**config.mk**
```make
export PLATFORM = sky130hd
export DESIGN_NAME = timer_bank
export DESIGN_NICKNAME = d
export VERILOG_FILES = /design/src/rtl/timer_bank.sv
export SDC_FILE = /design/constraint.sdc
export NUM_CORES = 1
export LEC_CHECK = 0
export CORE_ASPECT_RATIO = 1.4
export CORE_MARGIN = 4
export CORE_UTILIZATION = 45
export DETAILED_ROUTE_END_ITERATION = 7
export PLACE_DENSITY = 0.7
export SYNTH_ARGS = -nofsm -noshare
export SYNTH_HDL_FRONTEND = slang
export SYNTH_SLANG_ARGS = --single-unit
export TNS_END_PERCENT = 50
```
**constraint.sdc**
```tcl
create_clock -name clk -period 8.68 [get_ports clk]
set_input_delay 1.736 -clock clk [delete_from_list [all_inputs] [get_ports clk]]
set_output_delay 1.736 -clock clk [all_outputs]
set_load 0.01 [all_outputs]
```
**src/rtl/timer_bank.sv**
```systemverilog
// timer_bank: N_CH programmable one-shot / auto-reload / free-run timers
// behind a word-mapped register file, with a registered, maskable IRQ.
module timer_bank #(
    parameter int N_CH  = 2,
    parameter int CNT_W = 32
) (
    input  logic        clk,
    input  logic        reset,
    input  logic [31:2] Addr,
    input  logic        WE,
    input  logic [31:0] Din,
    output logic [31:0] Dout,
    output logic        IRQ
);
    localparam logic [1:0] S_IDLE = 2'd0;
    localparam logic [1:0] S_LOAD = 2'd1;
    localparam logic [1:0] S_CNT  = 2'd2;
    localparam logic [1:0] S_DONE = 2'd3;

    localparam logic [1:0] M_AUTO = 2'b01;
    localparam logic [1:0] M_FREE = 2'b10;

    localparam logic [CNT_W-1:0] ONE = CNT_W'(1);

    logic [3:0] a_blk;
    logic [1:0] a_wrd;
    logic       gwr;
    logic       unused_bits;

    assign a_blk       = Addr[7:4];
    assign a_wrd       = Addr[3:2];
    assign gwr         = WE && (a_blk == 4'hF);
    assign unused_bits = ^{Addr[31:8], Din};

    logic [N_CH-1:0]            pend_q, pend_d;
    logic [N_CH-1:0]            mask_q, mask_d;
    logic [N_CH-1:0]            clr;
    logic [N_CH-1:0]            hit;
    logic                       irq_q;
    logic [N_CH-1:0][CNT_W-1:0] pre_v;
    logic [N_CH-1:0][CNT_W-1:0] cnt_v;
    logic [N_CH-1:0][2:0]       ctrl_v;

    for (genvar c = 0; c < N_CH; c++) begin : g_ch
        logic [1:0]       st_q, st_d;
        logic [1:0]       mode_q, mode_d;
        logic             en_q, en_d;
        logic [CNT_W-1:0] pre_q, pre_d;
        logic [CNT_W-1:0] cnt_q, cnt_d;
        logic             sel, ctrl_wr, hit_c;

        assign sel     = WE && (a_blk == 4'(c));
        assign ctrl_wr = sel && (a_wrd == 2'd0);

        always_comb begin
            st_d   = st_q;
            en_d   = en_q;
            mode_d = mode_q;
            pre_d  = pre_q;
            cnt_d  = cnt_q;
            hit_c  = 1'b0;
            unique case (st_q)
                S_IDLE: if (en_q) st_d = S_LOAD;
                S_LOAD: begin
                    cnt_d = (mode_q == M_FREE) ? '0 : pre_q;
                    st_d  = S_CNT;
                end
                S_CNT: begin
                    if (mode_q == M_FREE) begin
                        cnt_d = cnt_q + ONE;
                    end else if (cnt_q > ONE) begin
                        cnt_d = cnt_q - ONE;
                    end else begin
                        cnt_d = '0;
                        hit_c = 1'b1;
                        st_d  = S_DONE;
                    end
                end
                S_DONE: begin
                    if (mode_q == M_AUTO) begin
                        st_d = S_LOAD;
                    end else begin
                        st_d = S_IDLE;
                        en_d = 1'b0;
                    end
                end
            endcase
            // A stop write freezes the channel where it stands.
            if (ctrl_wr) begin
                en_d   = Din[0];
                mode_d = Din[2:1];
                if (!Din[0]) begin
                    st_d  = S_IDLE;
                    cnt_d = cnt_q;
                    hit_c = 1'b0;
                end
            end
            if (sel && (a_wrd == 2'd1)) pre_d = Din[CNT_W-1:0];
        end

        always_ff @(posedge clk) begin
            if (!reset) begin
                st_q   <= S_IDLE;
                en_q   <= 1'b0;
                mode_q <= 2'b00;
                pre_q  <= '0;
                cnt_q  <= '0;
            end else begin
                st_q   <= st_d;
                en_q   <= en_d;
                mode_q <= mode_d;
                pre_q  <= pre_d;
                cnt_q  <= cnt_d;
            end
        end

        assign hit[c]    = hit_c;
        assign pre_v[c]  = pre_q;
        assign cnt_v[c]  = cnt_q;
        assign ctrl_v[c] = {mode_q, en_q};
    end

    // Hardware set wins over a coincident W1C.
    always_comb begin
        clr    = (gwr && (a_wrd == 2'd0)) ? Din[N_CH-1:0] : '0;
        pend_d = (pend_q & ~clr) | hit;
        mask_d = (gwr && (a_wrd == 2'd1)) ? Din[N_CH-1:0] : mask_q;
    end

    always_ff @(posedge clk) begin
        if (!reset) begin
            pend_q <= '0;
            mask_q <= '0;
            irq_q  <= 1'b0;
        end else begin
            pend_q <= pend_d;
            mask_q <= mask_d;
            irq_q  <= |(pend_q & mask_q);
        end
    end

    assign IRQ = irq_q;

    always_comb begin
        Dout = '0;
        if (a_blk == 4'hF) begin
            if (a_wrd == 2'd0) Dout[N_CH-1:0] = pend_q;
            else if (a_wrd == 2'd1) Dout[N_CH-1:0] = mask_q;
        end
        for (int c = 0; c < N_CH; c++) begin
            if (a_blk == 4'(c)) begin
                case (a_wrd)
                    2'd0:    Dout[2:0]       = ctrl_v[c];
                    2'd1:    Dout[CNT_W-1:0] = pre_v[c];
                    2'd2:    Dout[CNT_W-1:0] = cnt_v[c];
                    default: Dout            = '0;
                endcase
            end
        end
    end
endmodule

```
# After elaboration in Yosys (flattened, before gate mapping)
# Index checks and enable logic that the tools add are counted.
dict set report word_totals {
  regBits 143
  inputBits 65
  memories 0
  word_cells 111
  mem_bits_rw 0
  out_inout_bits 33
  latch_bits 0
  romBits 0
}
dict set report op_classes {
  magnitude_cmp 2
  bitwise 4
  addsub 4
  shifts 0
  reduce_logical 18
  muxes 52
  mul 0
  n_eq_ne 18
  div 0
}
# operator count
set ops {}
lappend ops {{$mux 32} 12}
lappend ops {{$pmux 32 s2} 2}
lappend ops {{$pmux 29 s3} 1}
lappend ops {{$add 32x1->32 const B} 2}
lappend ops {{$gt 32x1->1 const B} 2}
lappend ops {{$sub 32x1->32 const B} 2}
lappend ops {{$pmux 29 s2} 1}
lappend ops {{$mux 2} 14}
lappend ops {{$mux 1} 18}
lappend ops {{$pmux 3 s3} 2}
lappend ops {{$pmux 2 s4} 2}
lappend ops {{$eq 2x2->1 const B} 7}
lappend ops {{$eq 2x1->1 const B} 5}
lappend ops {{$logic_and 1x1->1} 9}
lappend ops {{$ne 2x2->1 const B} 4}
lappend ops {{$logic_not 2->1} 3}
lappend ops {{$and 2x2->2} 2}
lappend ops {{$eq 4x1->1 const B} 1}
lappend ops {{$eq 4x4->1 const B} 1}
lappend ops {{$logic_not 4->1} 1}
lappend ops {{$reduce_and 2->1} 2}
lappend ops {{$reduce_bool 2->1} 2}
lappend ops {{$not 2->2} 1}
lappend ops {{$or 2x2->2} 1}
lappend ops {{$reduce_or 2->1} 1}

# Depth between registers and ports, before layout
# Gate-level depths: netlist (run 1).
dict set report logic_depth {
  depth_word 7
  mapped_depth 10
  depth_no_buf 8
}

# Least setup slack after synthesis (run 1)
# OpenSTA, ideal clock, no wires.
dict set report synth_path {
  path_kind {in2out}
  start {input Addr[5] in the netlist's numbering}
  end {output Dout[20]}
  slack_ns 3.405
  required_ns 6.944
  stages 6
  arrival_ns 3.539
  path_buffers 3
  path_cell_list {or4b_2 clkbuf_1 or2_2 clkbuf_1 buf_1 o22ai_1}
}
dict set report synth_via {
  elab_chain_cells 4
  elab_cells_between_ends 5
  cone_classes {eq/ne: 1; mux: 3; reduce/logical: 1}
}
# item line_no
set synth_lines {}
lappend synth_lines {{from (decl)} 9} ;# input logic [31:2] Addr,
lappend synth_lines {{$logic_not 4->1} 151} ;# if (a_blk == 4'(c)) begin
lappend synth_lines {{$mux 32} 151}
lappend synth_lines {{$pmux 29 s3} 152} ;# case (a_wrd)
lappend synth_lines {{$mux 32 (*)} 151}
lappend synth_lines {{to (decl)} 12} ;# output logic [31:0] Dout,
# Mark *: on every way between the ends. The rest lies on a longest branch, timed or not.

# Worst setup path in the final report (run 1)
dict set report layout_path {
  start {input Addr[5] in the netlist's numbering}
  end {output Dout[30]}
}
# Same word-level chain as after synthesis.

==> results of run 1 <==
[sequential cells by signal (all words and copies together), names as in the netlist]
name,flops
IRQ,1
g_ch.cnt_q,64
g_ch.en_q,2
g_ch.mode_q,4
g_ch.pre_q,64
g_ch.st_q,4
mask_q,2
pend_q,2
[routing by layer]
metal	routed length (um)	GRT usage, %	share of wire (%)
met2	17500	46.2	49
met3	2490	3.71	6.9
met5	0	0	0
met4	1630	13.4	4.5
met1	14400	35.4	40
[layout by cell type (no fill, tap or decap), types with 22 or more instances in the layout]
master             n
a22oi_1           65
and3_1            23
xor2_1            22
dfxtp_1          143
xnor2_1           33
o22ai_1           41
nor3_1            45
inv_1             27
o21ai_0           76
nand4_1           28
nand2_1          254
nand3_1           46
a21boi_0          72
a21oi_1           81
nor2_1            62
buf_4             25
clkdlybuf4s50_1   72
[worst min path at each step]
stage	start	to	slack, ps
5_1_grt	g_ch[1].pre_q[0]	g_ch[1].pre_q[0]	500
6_report	g_ch[0].pre_q[31]	g_ch[0].pre_q[31]	490
4_1_cts	g_ch[0].pre_q[31]	g_ch[0].pre_q[31]	480
2_1_floorplan	g_ch[1].pre_q[12]	g_ch[1].pre_q[12]	450
3_5_place_dp	g_ch[0].pre_q[31]	g_ch[0].pre_q[31]	470
3_3_place_gp	g_ch[0].pre_q[9]	g_ch[0].pre_q[9]	460
[per-stage QoR]
step / power (W) / hold WS, ps / instance area, um2 / setup WS (ps)
2_1_floorplan: 0.00245 / 452 / 10300 / 3400
3_3_place_gp: 0.00292 / 465 / 11000 / 2310
3_5_place_dp: 0.00293 / 475 / 11000 / 2280
4_1_cts: 0.00368 / 484 / 11600 / 2270
5_1_grt: 0.00396 / 501 / 11600 / 2080
6_report: 0.00372 / 485 / 11600 / 2230
[cells by family (layout without fill, tap and decap cells)]
family	count (synthesis)	count (layout)	share of synthesized area, %
simple gates	560	560	26.2
fa+ha+maj	16	16	1.94
mux	3	3	0.292
xor+xnor	55	55	4.68
compound gates	490	490	32.3
flops	143	143	27.8
buf+inv	177	156	6.77
[layout make-up]
type	instances	share of cell area, %
multi-input cells	1124	58.4
flip-flops and latches	143	24.7
repair buffers	97	7.84
clock buffers	17	3.67
well taps	301	3.25
clock inverters	15	1.30
inverters	27	0.875
[critical path, cell delays in order]
cell and delay (ps):
clkdlybuf4s50_1 440, or4b_2 860, or2_2 600, o21ai_0 260, a22o_1 220, clkdlybuf4s50_1 560
[where the power goes]
part           switching (W)  internal (W)
sequential          0.000112      0.000705
combinational        0.00140      0.000766
clock               0.000338      0.000403
total                0.00185       0.00187
==> impl_metrics.json, run 1 <==
{
  "finalCriticalPeriod_ps": 6450,
  "crit_path_start": "Addr[5]",
  "worst_pin_slew_ps": 1130,
  "cts_tree": "built",
  "max_slew_margin_pct": 23.7,
  "final_cells": 1724,
  "die_w_um": 136,
  "syn_area_per_cell_um2": 7.13,
  "multi_input_area_mm2": 0.00676,
  "irDropWorstVdd_mv": 0.313,
  "clock_latency_ps": 440,
  "worst_clock_skew_ps": 8.15,
  "synth_area_mm2": 0.0103,
  "max_freq_mhz": 155,
  "utilization_pct": 51.4,
  "p_leak_nw": 3.66,
  "row_count": 65,
  "async_flop_share_pct": 0,
  "vias_per_cell": 6.58,
  "start_kind": "input port",
  "setup_viol": 0,
  "cts_resized": 0,
  "synth_seq_cells": 143,
  "numCtsBuffers": 17,
  "synth-main-ff-cell": "dfxtp_1",
  "grt.overflow.total": 0,
  "wirelength_um": 36000,
  "cp_data_arrival_time_ps": 4710,
  "syn-num-nets": 1525,
  "gp_congestion": 0.940,
  "worstSetupPathType": "in -> out",
  "grt_max_degree": 65,
  "crit_path_end": "Dout[30]",
  "htreeDepth": 4,
  "grt_use_total_pct": 27.9,
  "rsz0062_at_grt": "false",
  "via_count": 11300,
  "clock_sinks": 143,
  "cp.required_ps": 6940,
  "reg2reg_slack_ps": 5540,
  "post-route-drc-count": 0,
  "hold_depth": 2,
  "diodes": 0,
  "postCtsHoldBufs": 0,
  "hp-class": "reg -> reg",
  "drt_pass1_iterations": 6,
  "netlist.area_leader.share_pct": 27.8,
  "hold_violations": 0,
  "path_clk_slew_ps": 70,
  "fin_nets": 1491,
  "area_growth_pct": 12.5,
  "timing.rr.start": "g_ch[1].cnt_q[22]",
  "die_area_mm2": 0.0254,
  "drt_iter0_drc": 1362,
  "post_cts_buffers": 0,
  "ant_nets": 0,
  "grt_pass1_wl_um": 57000,
  "reg2reg_depth": 6,
  "regArea_mm2": 0.00286,
  "dp_cells": 1692,
  "fillers": 2229,
  "cts_buffer_depth": 2,
  "fin_crit_sh_pct": 74.3,
  "drv_cap": 0,
  "tns_ps": 0,
  "synth_commonest_cells": "nand2_1 (254), dfxtp_1 (143), clkbuf_1 (137), a21oi_1 (81), o21ai_0 (77)",
  "start_util_pct": 45.7,
  "power.density_mw_per_mm2": 321,
  "cp_max_fo": 30,
  "synth_edf_count": 0,
  "synthCells": 1444,
  "grt_pass1_vias": 10300,
  "synth_cell_type_count": 70,
  "antenna_found_initial": 0,
  "drive_gt1_share_pct": 5.62,
  "core-area_mm2": 0.0225,
  "detail_route.wl_per_cell_um": 20.9,
  "drv_slew": 0,
  "synth.area.top_cells": "dfxtp_1 (28%), nand2_1 (9.3%), a21boi_0 (5.2%)",
  "synth_most_common_cell": "nand2_1",
  "status": "complete, no violations",
  "yosys_warnings": 0,
  "hpwlAfterDp_um": 25300,
  "cts_root_buffer": "clkbuf_16",
  "portBuffers": 73,
  "synth_area_leader_cell": "dfxtp_1",
  "yosysSeqAreaShare_pct": 27.8,
  "die_h_um": 187,
  "rr_endpoint": "g_ch[1].cnt_q[30]",
  "io_pins": 98,
  "cp-end-kind": "primary output"
}
No activity file was read; power rests on OpenSTA's default activity.
==> run 2: changes to the inputs <==
Clock period 8.68 ns to 6 ns, I/O delays scaled along.
==> impl_metrics.json, run 2 (synthesized netlist as in run 1, its figures left out) <==
{
  "hp-class": "reg -> reg",
  "drt_iter0_drc": 1546,
  "final_common_cell": "nand2_1",
  "seqPwrFrac_pct": 21.6,
  "utilization_pct": 51.8,
  "hpwlAfterDp_um": 25200,
  "worst_clock_skew_ps": 10.4,
  "max_freq_mhz": 187,
  "area_growth_pct": 13.3,
  "fillers": 2191,
  "combinationalPowerShare_pct": 57.5,
  "clock_latency_ps": 440,
  "min-delay-start": "g_ch[0].pre_q[9]",
  "max_slew_margin_pct": 17.2,
  "portBuffers": 73,
  "worstSetupPathType": "in -> out",
  "cp.required_ps": 4800,
  "grt_pass1_vias": 10300,
  "clock_sinks": 143,
  "timing.rr.start": "g_ch[0].cnt_q[16]",
  "finalCriticalPeriod_ps": 5340,
  "status": "complete, no violations",
  "cts_tree": "built",
  "post-route-drc-count": 0,
  "fin_crit_sh_pct": 89.1,
  "postCtsHoldBufs": 0,
  "grt_pass1_wl_um": 57600,
  "fin_nets": 1493,
  "multi_input_area_mm2": 0.00676,
  "cp_max_fo": 30,
  "p_sw_share_pct": 48.9,
  "core-area_mm2": 0.0225,
  "drv_slew": 0,
  "layout_common_cells": "nand2_1 (254), dfxtp_1 (143), a21oi_1 (81)",
  "power.share.clock_pct": 20.9,
  "grt_max_degree": 58,
  "reg2reg_slack_ps": 2780,
  "grt.overflow.total": 0,
  "ant_nets": 0,
  "wirelength_um": 36400,
  "rr_endpoint": "g_ch[0].cnt_q[14]",
  "cp-end-kind": "primary output",
  "setup_viol": 0,
  "worst_pin_slew_ps": 1230,
  "hold_depth": 2,
  "cts_root_buffer": "clkbuf_16",
  "p_switching_w": 0.00269,
  "tns_ps": 0,
  "drv_cap": 0,
  "htreeDepth": 4,
  "vias_per_cell": 6.49,
  "p_leak_nw": 3.70,
  "irDropWorstVdd_mv": 0.422,
  "reg_top3": "g_ch.cnt_q: 64 flops, g_ch.pre_q: 64 flops",
  "drt_pass1_iterations": 7,
  "diodes": 0,
  "antenna_found_initial": 0,
  "drive_gt1_share_pct": 5.75,
  "start_util_pct": 45.7,
  "start_kind": "input port",
  "holdPathEnd": "g_ch[0].pre_q[9]",
  "io_pins": 98,
  "reg2reg_depth": 6,
  "path_clk_slew_ps": 70,
  "row_count": 65,
  "cts_buffer_depth": 2,
  "die_h_um": 187,
  "die_area_mm2": 0.0254,
  "cts_resized": 0,
  "gp_congestion": 0.981,
  "rsz0062_at_grt": "false",
  "numCtsBuffers": 17,
  "die_w_um": 136,
  "detail_route.wl_per_cell_um": 21.1,
  "power.density_mw_per_mm2": 470,
  "grt_use_total_pct": 28.2,
  "cp_data_arrival_time_ps": 4140,
  "p_int_w": 0.00280,
  "hold_violations": 0,
  "post_cts_buffers": 0,
  "regArea_mm2": 0.00286,
  "via_count": 11200,
  "total_power_w": 0.00549
}
## run 2: area by class of cell
class | instances | share of cell area, %
clock inverter | 14 | 1.56
timing repair buffer | 99 | 8.12
multi-input combinational | 1124 | 57.9
inverter | 27 | 0.868
sequential | 143 | 24.5
clock buffer | 18 | 3.76
tap | 301 | 3.23
## run 2: worst max-delay path: stages
cell	delay, ps
clkdlybuf4s50_1	450
or4b_2	850
or2_2	590
o21ai_0	250
a22o_1	220
clkdlybuf4s50_1	560
## run 2: layer usage
layer  GRT usage (%)  vias to the layer above  routed length [um]
li1                -                     5283                   -
met1            36.7                     5300               14800
met2            46.4                      522               17700
met3            3.53                      101                2410
met4            13.1                        0                1520
met5               0                        -                   0
## run 2: how the worst max path moves through the flow
stage / startpoint / to / slack (ps) / cells past startpoint
floorplan: Addr[5] / Dout[20] / 1800 / 6
global placement: Addr[5] / Dout[30] / 690 / 6
detailed placement: Addr[5] / Dout[30] / 680 / 6
CTS: Addr[5] / Dout[30] / 670 / 6
global route: Addr[5] / Dout[30] / 490 / 6
finish: Addr[5] / Dout[30] / 660 / 6
## run 2: power by group through the flow
stage	Sequential [W]	Clock, W	Combinational [W]
2_1_floorplan	0.00109	0	0.00246
3_3_place_gp	0.00120	0	0.00304
3_5_place_dp	0.00120	0	0.00307
4_1_cts	0.00118	0.00116	0.00308
5_1_grt	0.00120	0.00119	0.00342
6_report	0.00118	0.00115	0.00316
## run 2: through the flow
step           worst slack (ps)  cells  hold WS [ps]  cell area [um2]
2_1_floorplan              1800   1444           452            10300
3_3_place_gp                690   1694           466            11100
3_5_place_dp                682   1694           475            11100
4_1_cts                     673   1726           485            11700
5_1_grt                     495   1726           500            11700
6_report                    656   1726           484            11700
==> run 3: changes to the inputs <==
Settings changed: CORE_UTILIZATION 45 to 55, PLACE_DENSITY 0.7 to 0.82.
==> impl_metrics.json, run 3 (synthesized netlist as in run 1, its figures left out) <==
{
  "cp.required_ps": 4800,
  "hpwlAfterDp_um": 24500,
  "drive_gt1_share_pct": 5.35,
  "path_clk_slew_ps": 60,
  "detail_route.wl_per_cell_um": 21.3,
  "cts_buffer_depth": 2,
  "worst_clock_skew_ps": 8.42,
  "diodes": 0,
  "drt_pass1_iterations": 8,
  "io_pins": 98,
  "clock_latency_ps": 440,
  "total_power_w": 0.00539,
  "post-route-drc-count": 12,
  "die_w_um": 124,
  "cp_num_buf_inv": 2,
  "grt_use_total_pct": 33.9,
  "max_slew_margin_pct": 27.9,
  "path_cells": "clkdlybuf4s50_1 -> or4b_2 -> or2_2 -> o21ai_0 -> a22o_1 -> clkdlybuf4s50_1",
  "die_h_um": 170,
  "crit_path_frequent_cell": "clkdlybuf4s50_1",
  "layout_common_cells": "nand2_1 (254), dfxtp_1 (143), a21oi_1 (81)",
  "hold_violations": 0,
  "numCtsBuffers": 17,
  "vias_per_cell": 6.94,
  "via_count": 11600,
  "cp_data_arrival_time_ps": 4150,
  "postCtsHoldBufs": 0,
  "hp-class": "reg -> reg",
  "setup_viol": 0,
  "cp_slowest_stage_delay_ps": 860,
  "reg_top3": "g_ch.cnt_q: 64 flops, g_ch.pre_q: 64 flops",
  "grt.overflow.total": 0,
  "cts_resized": 0,
  "tns_ps": 0,
  "grt_pass1_vias": 10800,
  "critPathTopFamily": "simple AND/OR/NAND/NOR gates",
  "gp_congestion": 0.963,
  "antenna_found_initial": 0,
  "place_area_mm2": 0.0110,
  "drt_iter0_drc": 1668,
  "dp_cells": 1634,
  "core-area_mm2": 0.0185,
  "portBuffers": 73,
  "max_freq_mhz": 187,
  "post_cts_buffers": 0,
  "row_count": 59,
  "irDropWorstVdd_mv": 0.767,
  "worstSetupPathType": "in -> out",
  "start_util_pct": 55.6,
  "cp-end-kind": "primary output",
  "grt_max_degree": 83,
  "final_cell_area_mm2": 0.0116,
  "htreeDepth": 4,
  "finalCriticalPeriod_ps": 5350,
  "fin_nets": 1490,
  "grt_pass1_wl_um": 56700,
  "die_area_mm2": 0.0210,
  "cts_tree": "built",
  "drv_cap": 0,
  "cts_root_buffer": "clkbuf_16",
  "area_growth_pct": 12.2,
  "power.density_mw_per_mm2": 467,
  "p_leak_nw": 3.68,
  "violations": "DRC",
  "status": "complete, but fails checks",
  "rsz0062_at_grt": "false",
  "final_cells": 1664,
  "critPathSlowestCell": "or4b_2",
  "fin_crit_sh_pct": 89.2,
  "start_kind": "input port",
  "ant_nets": 0,
  "clock_sinks": 143,
  "worst_pin_slew_ps": 1080,
  "wirelength_um": 35500,
  "utilization_pct": 62.4,
  "drv_slew": 0,
  "cp_max_fo": 30,
  "final_common_cell": "nand2_1"
}
run 3: metrics by stage:
stage          setup WS, ps  hold WS, ps
2_1_floorplan          1800          452
3_3_place_gp            713          466
3_5_place_dp            701          473
4_1_cts                 684          482
5_1_grt                 496          505
6_report                648          485
run 3: tightest hold or removal path, delay by kind of cell, from the launching register on:
| family | cells | cell delay, ps |
|---|---|---|
| flops | 1 | 320 |
| compound gates | 1 | 60 |
| simple gates | 1 | 50 |
run 3: power breakdown:
part,leakage (nW),internal [W],switching (W),total (W)
clock network,0.284,0.000658,0.000437,0.00109
registers,1.15,0.00102,0.000165,0.00119
logic,2.24,0.00109,0.00202,0.00311
run 3: layout make-up:
| cell class | instances | area [um2] |
|---|---|---|
| multi-input combinational | 1124 | 6760 |
| fill | 1648 | 6970 |
| clock inverter | 11 | 143 |
| timing repair buffer | 96 | 938 |
| clock buffer | 19 | 443 |
| inverter | 27 | 101 |
| tap | 244 | 305 |
| sequential | 143 | 2860 |
run 3: worst paths after layout:
kind                          start           endpoint  slack, ps  depth (start not counted)
setup / recovery            Addr[5]           Dout[30]        650                          6
hold / removal    g_ch[0].pre_q[23]  g_ch[0].pre_q[23]        480                          2
setup reg to reg  g_ch[1].cnt_q[22]   g_ch[1].cnt_q[5]       2690                          6
hold reg to reg   g_ch[0].pre_q[23]  g_ch[0].pre_q[23]        480                          2
run 3: layer usage:
metal  GRT usage (%)  vias to the layer above  share of wire, %
met5               0                        -                 0
met4            19.2                        0               5.9
met3            6.72                      166               9.0
met2            54.1                      710                47
met1            42.4                     5414                38
li1                -                     5264                 -
